`src/rtl/add2_bist_ctrl_if.sv`:
```
// Handshake and data bundle between the add2 BIST controller and its driver.
// The slave modport is the controller side; the master modport drives start and the CUT response.
interface add2_bist_ctrl_if;
  logic       start;
  logic [4:0] cut_in;
  logic [2:0] cut_out;
  logic       busy;
  logic       done;
  logic       pass;
  logic [7:0] signature;

  modport master (
    output start, cut_out,
    input  cut_in, busy, done, pass, signature
  );

  modport slave (
    input  start, cut_out,
    output cut_in, busy, done, pass, signature
  );
endinterface

```
`src/rtl/add2_bist_ctrl.sv`:
```
// LFSR/MISR BIST controller for the combinational add2 circuit.
// Optional macro ADD2_BIST_ALLZERO_EN appends one all-zero pattern after the LFSR sequence.
module add2_bist_ctrl #(
  parameter int         NUM_PATTERNS = 31,
  parameter logic [4:0] LFSR_SEED    = 5'b00001,
  parameter logic [7:0] GOLDEN_SIG   = 8'h00
) (
  input  logic           clk,
  input  logic           rst_n,
  add2_bist_ctrl_if.slave bus
);

  typedef enum logic [1:0] {IDLE, APPLY, CAPTURE, DONE} state_t;

  state_t     state;
  logic [4:0] lfsr;
  logic [7:0] misr;
  logic [4:0] count;
  logic [4:0] cutReg;
  logic       busyReg;
  logic       doneReg;
  logic       passReg;
  logic       lastPattern;
`ifdef ADD2_BIST_ALLZERO_EN
  logic       zeroPhase;
`endif

  function automatic logic [4:0] lfsrNext(input logic [4:0] l);
    return {l[3:0], l[4] ^ l[2]};
  endfunction

  function automatic logic [7:0] misrNext(input logic [7:0] m, input logic [2:0] r);
    logic fb;
    logic [7:0] n;
    fb   = m[7];
    n[0] = fb ^ r[0];
    n[1] = m[0] ^ r[1];
    n[2] = m[1] ^ fb ^ r[2];
    n[3] = m[2] ^ fb;
    n[4] = m[3] ^ fb;
    n[5] = m[4];
    n[6] = m[5];
    n[7] = m[6];
    return n;
  endfunction

  assign lastPattern = ({1'b0, count} + 6'd1) == 6'(NUM_PATTERNS);

  // done/pass assert one cycle after entering DONE, giving the 2N+1 cycle done latency
  always_ff @(posedge clk or negedge rst_n) begin
    if (!rst_n) begin
      state     <= IDLE;
      lfsr      <= LFSR_SEED;
      misr      <= 8'h00;
      count     <= 5'd0;
      cutReg    <= 5'd0;
      busyReg   <= 1'b0;
      doneReg   <= 1'b0;
      passReg   <= 1'b0;
`ifdef ADD2_BIST_ALLZERO_EN
      zeroPhase <= 1'b0;
`endif
    end else begin
      case (state)
        IDLE, DONE: begin
          if (bus.start) begin
            state     <= APPLY;
            lfsr      <= LFSR_SEED;
            misr      <= 8'h00;
            count     <= 5'd0;
            cutReg    <= LFSR_SEED;
            busyReg   <= 1'b1;
            doneReg   <= 1'b0;
            passReg   <= 1'b0;
`ifdef ADD2_BIST_ALLZERO_EN
            zeroPhase <= 1'b0;
`endif
          end else if (state == DONE) begin
            doneReg <= 1'b1;
            passReg <= (misr == GOLDEN_SIG);
          end
        end
        APPLY: begin
          state <= CAPTURE;
        end
        CAPTURE: begin
          misr <= misrNext(misr, bus.cut_out);
          lfsr <= lfsrNext(lfsr);
`ifdef ADD2_BIST_ALLZERO_EN
          if (zeroPhase) begin
            state   <= DONE;
            busyReg <= 1'b0;
          end else begin
            count <= count + 5'd1;
            state <= APPLY;
            if (lastPattern) begin
              zeroPhase <= 1'b1;
              cutReg    <= 5'b00000;
            end else begin
              cutReg <= lfsrNext(lfsr);
            end
          end
`else
          count <= count + 5'd1;
          if (lastPattern) begin
            state   <= DONE;
            busyReg <= 1'b0;
          end else begin
            state  <= APPLY;
            cutReg <= lfsrNext(lfsr);
          end
`endif
        end
        default: state <= IDLE;
      endcase
    end
  end

  assign bus.cut_in    = cutReg;
  assign bus.busy      = busyReg;
  assign bus.done      = doneReg;
  assign bus.pass      = passReg;
  assign bus.signature = misr;

endmodule

```
`src/flat_wrapper.sv`:
```
// flat-port wrapper written by rule: the top's interface ports become plain ports
module add2_bist_ctrl_flat 
#(
  parameter int         NUM_PATTERNS = 31,
  parameter logic [4:0] LFSR_SEED    = 5'b00001,
  parameter logic [7:0] GOLDEN_SIG   = 8'h00
)
  (clk, rst_n, bus_start, bus_cut_out, bus_cut_in, bus_busy, bus_done, bus_pass, bus_signature);
  add2_bist_ctrl_if bus_i ();
  input  logic clk;
  input  logic rst_n;
  input wire logic [$bits(bus_i.start)-1:0] bus_start;
  input wire logic [$bits(bus_i.cut_out)-1:0] bus_cut_out;
  output wire logic [$bits(bus_i.cut_in)-1:0] bus_cut_in;
  output wire logic [$bits(bus_i.busy)-1:0] bus_busy;
  output wire logic [$bits(bus_i.done)-1:0] bus_done;
  output wire logic [$bits(bus_i.pass)-1:0] bus_pass;
  output wire logic [$bits(bus_i.signature)-1:0] bus_signature;
  assign bus_i.start = bus_start;
  assign bus_i.cut_out = bus_cut_out;
  assign bus_cut_in = bus_i.cut_in;
  assign bus_busy = bus_i.busy;
  assign bus_done = bus_i.done;
  assign bus_pass = bus_i.pass;
  assign bus_signature = bus_i.signature;
  add2_bist_ctrl #(.NUM_PATTERNS(NUM_PATTERNS), .LFSR_SEED(LFSR_SEED), .GOLDEN_SIG(GOLDEN_SIG)) u_core (.clk(clk), .rst_n(rst_n), .bus(bus_i));
endmodule
```
`config.mk`:
```
export PLATFORM = sky130hd
export DESIGN_NAME = add2_bist_ctrl_flat
export DESIGN_NICKNAME = d
export VERILOG_FILES = /design/src/rtl/add2_bist_ctrl_if.sv /design/src/rtl/add2_bist_ctrl.sv /design/src/flat_wrapper.sv
export SDC_FILE = /design/constraint.sdc
export NUM_CORES = 1
export LEC_CHECK = 0
export CAP_MARGIN = 0
export CORE_MARGIN = 1
export CORE_UTILIZATION = 56
export DETAILED_ROUTE_END_ITERATION = 16
export PLACE_DENSITY = 0.83
export SLEW_MARGIN = 20
export SYNTH_ARGS = -nofsm -noshare
export SYNTH_HDL_FRONTEND = slang
export SYNTH_SLANG_ARGS = --single-unit
```
`constraint.sdc`:
```
create_clock -name clk -period 4.8 [get_ports clk]
set_input_delay 0.96 -clock clk [delete_from_list [all_inputs] [get_ports clk]]
set_output_delay 0.96 -clock clk [all_outputs]
set_load 0.03 [all_outputs]
```
; ---- Word level (Yosys, flattened, before mapping)
; Cells that the tools add are included.
[classes]
n_addsub = 2
eq_ne = 7
reduce_logical = 9
n_mux = 18
bitwise = 7
[ops]
columns = op, n
row1 = case mux 5 bit (2 select lines), 3
row2 = case mux 8 bit (2 select lines), 1
row3 = two-way mux 5 bit, 3
row4 = zero test 8 bit, 1
row5 = two-way mux 8 bit, 1
row6 = bitwise XOR 1 bit, 7
row7 = adder 5 x 1 -> 6 bit (second input constant), 1
row8 = == test 6 x 5 -> 1 bit (second input constant), 1
row9 = two-way mux 1 bit, 6
row10 = case mux 2 bit (3 select lines), 1
row11 = AND reduction 3 bit, 2
row12 = adder 5 x 1 -> 5 bit (second input constant), 1
row13 = == test 2 bit (second input constant), 2
row14 = two-way mux 2 bit, 2
row15 = != test 2 bit (second input constant), 2
row16 = AND reduction 2 bit, 2
row17 = nonzero test 2 bit, 2
row18 = == test 2 x 1 -> 1 bit (second input constant), 1
row19 = zero test 2 bit, 1
row20 = != test 2 x 1 -> 1 bit (second input constant), 1
row21 = case mux 1 bit (2 select lines), 1
row22 = OR reduction 2 bit, 1
[totals]
out_inout_bits = 16
reg_bits = 28
wordCells = 51

; ---- Longest topological paths before layout
; Gate-level depths: netlist (run 1).
[logic_depth]
word_depth = 4
mapped_depth = 8
ltp_nobuf = 7

; ---- Worst setup path before layout (run 1)
; No wires, ideal clock.
[synth_path]
kind = input port to flip-flop
start = input bus_start
end = register u_core.cutReg[1], in the netlist u_core.bus.cut_in[1]
arrival_time_ns = 1.850
slack_ns = 2.823
stages = 5
required_ns = 4.673
path_cell_list = nand2b_2 -> and2_1 -> buf_2 -> a221oi_2 -> a21oi_2
[synth_between]
elab_chain_len = 2
[synth_lines]
columns = item, line_no
row1 = from (decl), flat_wrapper.sv:12  ; input wire logic [$bits(bus_i.start)-1:0] bus_start;
row2 = != test 2 bit (no source line), --
row3 = AND reduction 3 bit (no source line), --
row4 = to (signal assigned), add2_bist_ctrl.sv:110  ; cutReg <= lfsrNext(lfsr);
row5 = to (decl), add2_bist_ctrl.sv:19  ; logic [4:0] cutReg;
; Every way passes these cells.
; A chain may end at the register's enable or synchronous reset.

; ---- Final worst setup path (run 1)
[layout_path]
start = register u_core.misr[7], in the netlist u_core.bus.signature[7]
end = output bus_signature[7]
[layout_rtl]
columns = item, line_no
row1 = from (decl), add2_bist_ctrl.sv:17  ; logic [7:0] misr;
row2 = from (signal assigned), add2_bist_ctrl.sv:87  ; misr <= misrNext(misr, bus.cut_out);
row3 = to (decl), flat_wrapper.sv:18  ; output wire logic [$bits(bus_i.signature)-1:0] bus_signature;
; No word-level cell between the ends.

==> results of run 1 <==
[area by class of cell]
class                           count  area [um^2]
Tap cell                           28        35.03
Inverter                            7        26.28
Sequential cell                    28        701.9
Timing Repair Buffer               22        217.7
Clock buffer                        4        36.28
Multi-Input combinational cell     87        641.9
Fill cell                         169        638.1
[state kept, by name, summed over array words and instances (netlist names)]
name,count
u_core.bus.done,1
u_core.bus.pass,1
u_core.bus.busy,1
u_core.state,2
u_core.bus.signature,8
u_core.bus.cut_in,5
u_core.lfsr,5
u_core.count,5
[worst register-to-register path: stages (launching register included)]
cell,delay [ns]
dfrtp_1,0.45
inv_1,0.07
ha_1,0.41
o21ai_2,0.79
mux2i_1,0.17
o22a_1,0.23
[worst min-delay path by stage]
stage / end / cells after the start / start / slack (ns)
after floorplan: u_core.lfsr[0] / 2 / u_core.lfsr[0] / 0.47
after global placement: u_core.bus.cut_in[0] / 1 / u_core.bus.cut_in[0] / 0.48
after detailed placement: u_core.lfsr[0] / 2 / u_core.lfsr[0] / 0.50
after CTS: u_core.lfsr[0] / 2 / u_core.lfsr[0] / 0.52
after global routing: u_core.lfsr[0] / 2 / u_core.lfsr[0] / 0.56
final: u_core.lfsr[0] / 2 / u_core.lfsr[0] / 0.52
[logic make-up after synthesis]
| family | count (synthesis) | synth area share, % |
|---|---|---|
| multiplexers | 1 | 0.7099 |
| AO/OA/AOI/OAI | 41 | 23.16 |
| flip-flops | 28 | 49.78 |
| buffers and inverters | 14 | 4.703 |
| XOR/XNOR | 9 | 5.590 |
| adder cells (fa/ha/maj) | 6 | 5.324 |
| AND/OR/NAND/NOR | 30 | 10.74 |
[per-layer routing]
metal,up-vias,part of all wire (%),wire (um)
met5,-,0,0
met4,0,1.7,46
met3,4,2.8,77
met2,13,51,1397
met1,508,44,1196
li1,500,-,-
[metrics by stage]
| step | power, uW | std cells | worst slack (ns) |
|---|---|---|---|
| after floorplan | 649.1 | 129 | 2.823 |
| after global placement | 748.7 | 172 | 2.277 |
| after detailed placement | 765.9 | 172 | 2.209 |
| after CTS | 879.9 | 176 | 2.236 |
| after global routing | 937.2 | 176 | 2.174 |
| final | 874.9 | 176 | 2.248 |
[power by group through the flow]
| stage | logic [uW] | registers (uW) | clock network (uW) |
|---|---|---|---|
| CTS | 418 | 346 | 115 |
| detailed placement | 415 | 351 | 0 |
| floorplan | 250 | 399 | 0 |
| global route | 456 | 355 | 126 |
| finish | 414 | 346 | 115 |
| global placement | 401 | 348 | 0 |
[cell usage in the layout, fill, tap and decap left out]
cell             synthesis  routed
dfrtp_1                 27      27
clkdlybuf4s50_1          0      21
nand2_1                 14      14
o21ai_1                 10      10
inv_1                    7       7
a22o_1                   7       7
xnor2_1                  6       6
a21oi_1                  6       6
ha_1                     6       6
nand3_1                  3       3
xor2_1                   3       3
nor2_1                   3       3
a221oi_2                 3       3
a21oi_2                  3       3
clkbuf_4                 0       3
o22ai_1                  2       2
nand3b_1                 2       2
nor4_1                   2       2
nand2b_2                 1       1
and2_1                   1       1
o21ai_2                  1       1
a21boi_1                 1       1
o31ai_1                  1       1
a21boi_2                 1       1
and3b_1                  1       1
o2111ai_2                1       1
nand4b_1                 1       1
and3_1                   1       1
a21oi_4                  1       1
o221ai_1                 1       1
nor2b_1                  1       1
a41oi_1                  1       1
mux2i_1                  1       1
o22a_1                   1       1
a221oi_1                 1       1
clkbuf_8                 0       1
buf_4                    1       1
dfstp_2                  1       1
==> reports/results.tsv, run 1 <==
metric	value	unit
outcome	complete, no violations	
drt via density	5.824	
share of power burned in registers	39.6	%
die width	52.18	um
largest net degree at the start of global routing	29	
pin slew with the least headroom to its limit	0.9628	ns
fin crit period	2.552	ns
initial antenna violation count	0	
Fin Hold WS	0.5152	ns
first-pass GRT wire length	4.429	mm
top post-synthesis cells by count	27 x dfrtp_1, 14 x nand2_1, 10 x o21ai_1	
Fin. Hold Viols	0	
NumNets Final	161	
latest clock arrival within the worst-skew pair	0.32	ns
ANT nets after route	0	
Syn Nets	141	
sequential area share after synthesis	49.78	%
top cells by area, synth	dfrtp_1 48%, ha_1 5.3%, a22o_1 4.3%, nand2_1 3.7%, xnor2_1 3.7%	
Max-Cap Viols	0	
Avg Inst Size Synth	10.93	um^2
asr flop ratio synth	100.0	%
RSZ-0062 raised after global routing	false	
Die H	52.18	um
Final Max Tran Viols	0	
num ports	22	
post-CTS sizing	0	
Crit path buffers/inverters	1	
CTS buffer count	3	
Num Clock Sinks	28	
Ant. Diodes	0	
met3 usage	3.768	%
Layout Skew	0.004841	ns
Worst Hold Class	flip-flop to flip-flop	
critical-path maximum fanout	7	
final setup fails	0	
CTS H-Tree Depth	1	
routed wire length	2.717	mm
Layout Utilization	72.22	%
Synth top area share	47.91	%
Clk pin slew, worst setup/hold paths	0.15	ns
Cell Int Power	489.5	uW
Core Box Area	2297	um^2
Yosys reg bits	28	
Fin Setup TNS	0	ns
Crit. End Element	primary output	
VDD IR max	0.6340	mV
reg-to-reg endpoint	u_core.bus.cut_in[0]	
Layout area overhead	17.66	%
leading area contributor after synthesis	dfrtp_1	
Final Cycle Share	53.17	%
Critical Path Stages	1	
Initial Util	61.38	%
met1 Usage GRT	28.92	%
most frequent cell after synthesis	dfrtp_1	
Comb power frac	47.3	%
I/O Buffers	21	
Worst setup SP type	flip-flop	
post-CTS setup buffers	0	
post-synthesis cell count	129	
via count	1025	
Netlist cell types	38	
critical path's top delay family	buffers and inverters	
CP Cell Sequence	clkdlybuf4s50_1	
drt first pass iters	4	
global routing's busiest layer	met2	
Tot GR Track Use	22.79	%
gr ovfl total	0	
Reg2Reg Launch Point	u_core.state[0]	
Reg2Reg Depth	5	
Worst Path Required	3.84	ns
1st-iter DRT viols	11	
Post-synth EDFFs	0	
gpl congestion	0.7573	
Sw Pwr	385.5	uW
critical path's slowest cell	clkdlybuf4s50_1	
dominant synthesized flop cell	dfrtp_1	
Leak	0.0007010	uW
layout cell share with drive strength beyond 1	11.49	%
Slew headroom	35.81	%
CP startpoint	u_core.bus.signature[7]	
CTS root buffer	clkbuf_4	
worst reg2reg setup slack	2.59	ns
CTS Hold Buffers Added	0	
WL/cell	15.44	um
Synth Warn #	0	
DP Area	1623	um^2
Final Cell Area	1659	um^2
vias in the first global route	989	
clock tree from TritonCTS	yes	
routing usage on met2	38.46	%
number of remaining DRC errors	0	
Clock Power Share	13.1	%
Synth Cell Area	1410	um^2
HPWL Detailed	1.925	mm
f_max	391.8	MHz
CP endpoint	bus_signature[7]	
P per Cell Area	527.4	nW/um^2
Worst path max stage delay	0.73	ns
row count	17	
CTS Buffer Depth	2	
die area	2723	um^2
critical path class	flip-flop to primary output	
switching share of power	44.06	%
CP Data Arrival Time	1.59	ns
Power figures use the tool's default switching activity.
==> inputs of run 2 (changes only) <==
CORE_ASPECT_RATIO = 2   (was default)
CORE_UTILIZATION = 52   (was 56)
PLACE_DENSITY = 0.78   (was 0.83)
clock period = 2.6 ns   (was 4.8 ns; I/O delays follow)
==> run 2 against run 1 <==
Effect of this change:
- total power grew 99%
- die area rose by 7.9%
- non-clock buffer count is the same
- first-iteration DRC count rose to 2.5 times the previous value
- global-route usage decreased by 1.7 points
- via count is 2.0% higher
- core utilization shrank 6.3 points
- setup slack lost 1.8 ns
- cell area grew 2.1%
- combinational power increased by 83%
- count of clock-buffer cells in the layout shrank 1
- largest cell class unchanged
- largest power group unchanged
==> reports/results.tsv, run 2 (same netlist as run 1, synthesis figures left out) <==
metric	value	unit
via count	1046	
Critical Path Stages	5	
placement-stage worst setup slack	0.4370	ns
P per Cell Area	1029	nW/um^2
final setup fails	0	
WL/cell	15.85	um
latest clock arrival within the worst-skew pair	0.28	ns
pin slew with the least headroom to its limit	0.9521	ns
num ports	22	
Layout Utilization	65.92	%
CTS Buffer Depth	2	
Clk pin slew, worst setup/hold paths	0.10	ns
1st-iter DRT viols	28	
Slew headroom	36.52	%
post-CTS sizing	0	
ANT nets after route	0	
Core Box Area	2570	um^2
Worst Setup Slack, final	0.4004	ns
Multi-input gate area	641.9	um^2
Final Max Tran Viols	0	
layout cell share with drive strength beyond 1	11.49	%
outcome	complete, no violations	
HPWL Detailed	1.976	mm
Fin Setup TNS	0	ns
reg-to-reg endpoint	u_core.bus.cut_in[0]	
FILL cells	217	
drt via density	5.943	
most frequent cells in the layout	27 x dfrtp_1, 21 x clkdlybuf4s50_1, 14 x nand2_1	
Largest register FFs	8	
NumNets Final	161	
row count	26	
Leak	0.0007157	uW
Ant. Diodes	0	
post-CTS setup buffers	0	
RSZ-0062 raised after global routing	false	
die width	38.82	um
I/O Buffers	21	
number of remaining DRC errors	0	
first-pass GRT wire length	4.333	mm
leading cell type in the layout, fill and taps excluded	dfrtp_1	
Initial Util	54.87	%
routed wire length	2.790	mm
worst reg2reg setup slack	0.40	ns
initial antenna violation count	0	
f_max	454.6	MHz
Worst setup SP type	flip-flop	
Fin. Hold Viols	0	
Reg2Reg Depth	5	
hold path depth	2	
gpl congestion	0.7707	
drt first pass iters	4	
Hold EP	u_core.lfsr[0]	
CP Data Arrival Time	2.37	ns
die area	2937	um^2
gr ovfl total	0	
area occupied by registers	701.9	um^2
critical-path maximum fanout	23	
Max-Cap Viols	0	
Die H	75.65	um
clock tree from TritonCTS	yes	
critical path's slowest cell	o21ai_2	
Worst Path Required	2.77	ns
VDD IR max	0.9379	mV
Layout area overhead	20.14	%
Reg2Reg Launch Point	u_core.state[0]	
min-delay src	u_core.lfsr[0]	
CTS Hold Buffers Added	0	
Worst path max stage delay	0.78	ns
Worst Hold Class	flip-flop to flip-flop	
Tot GR Track Use	21.13	%
critical path class	flip-flop to flip-flop	
Final Cycle Share	84.60	%
Num Clock Sinks	28	
vias in the first global route	1018	
critical path's top delay family	compound AO/OA/AOI/OAI gates	
Layout Skew	0.003754	ns
CTS H-Tree Depth	1	
CTS buffer count	3	
CP Cell Sequence	inv_1 > ha_1 > o21ai_2 > mux2i_1 > o22a_1	
Crit path buffers/inverters	1	
fin crit period	2.200	ns
CTS root buffer	clkbuf_8	
largest net degree at the start of global routing	29	
Crit. End Element	flip-flop	
-- run 2: cell type report --
cell class	instances	area share (%)
clock buffers	3	2.437
well taps	28	2.068
clock inverters	1	1.773
flip-flops and latches	28	41.43
repair buffers	22	12.85
inverters	7	1.551
multi-input cells	87	37.89
-- run 2: worst min-delay path, delay by kind of cell, from the launching register on --
family	cells	cell delay, ns
buf+inv	1	0.06
flops	1	0.38
compound gates	1	0.06
-- run 2: how the worst max path moves through the flow --
stage | slack, ns | start | to
detailed placement | 0.44 | u_core.state[0] | u_core.bus.cut_in[0]
global placement | 0.53 | bus_start | u_core.bus.cut_in[2]
CTS | 0.43 | u_core.state[0] | u_core.bus.cut_in[0]
floorplan | 0.85 | u_core.state[0] | u_core.bus.cut_in[1]
finish | 0.40 | u_core.state[0] | u_core.bus.cut_in[0]
global route | 0.28 | u_core.state[0] | u_core.bus.cut_in[0]
-- run 2: layer usage --
| layer | GRT usage (%) | wire length (um) |
|---|---|---|
| met5 | 0 | 0 |
| met4 | 11.88 | 61 |
| met3 | 3.207 | 74 |
| met2 | 36.30 | 1513 |
| met1 | 23.87 | 1140 |
-- run 2: per-stage QoR --
stage | hold WS, ns | total power (uW) | area [um^2] | cells
after floorplan | 0.2244 | 1198 | 1410 | 129
after global placement | 0.4761 | 1379 | 1623 | 172
after detailed placement | 0.4796 | 1404 | 1623 | 172
after CTS | 0.5050 | 1745 | 1694 | 176
after global routing | 0.5235 | 1840 | 1694 | 176
final | 0.4992 | 1743 | 1694 | 176
-- run 2: power by group --
part / leakage (uW) / switching (uW) / total, uW / internal [uW]
clock network: 0.0000357 / 137 / 344 / 206
registers: 0.000369 / 105 / 641 / 536
logic: 0.000311 / 477 / 759 / 282
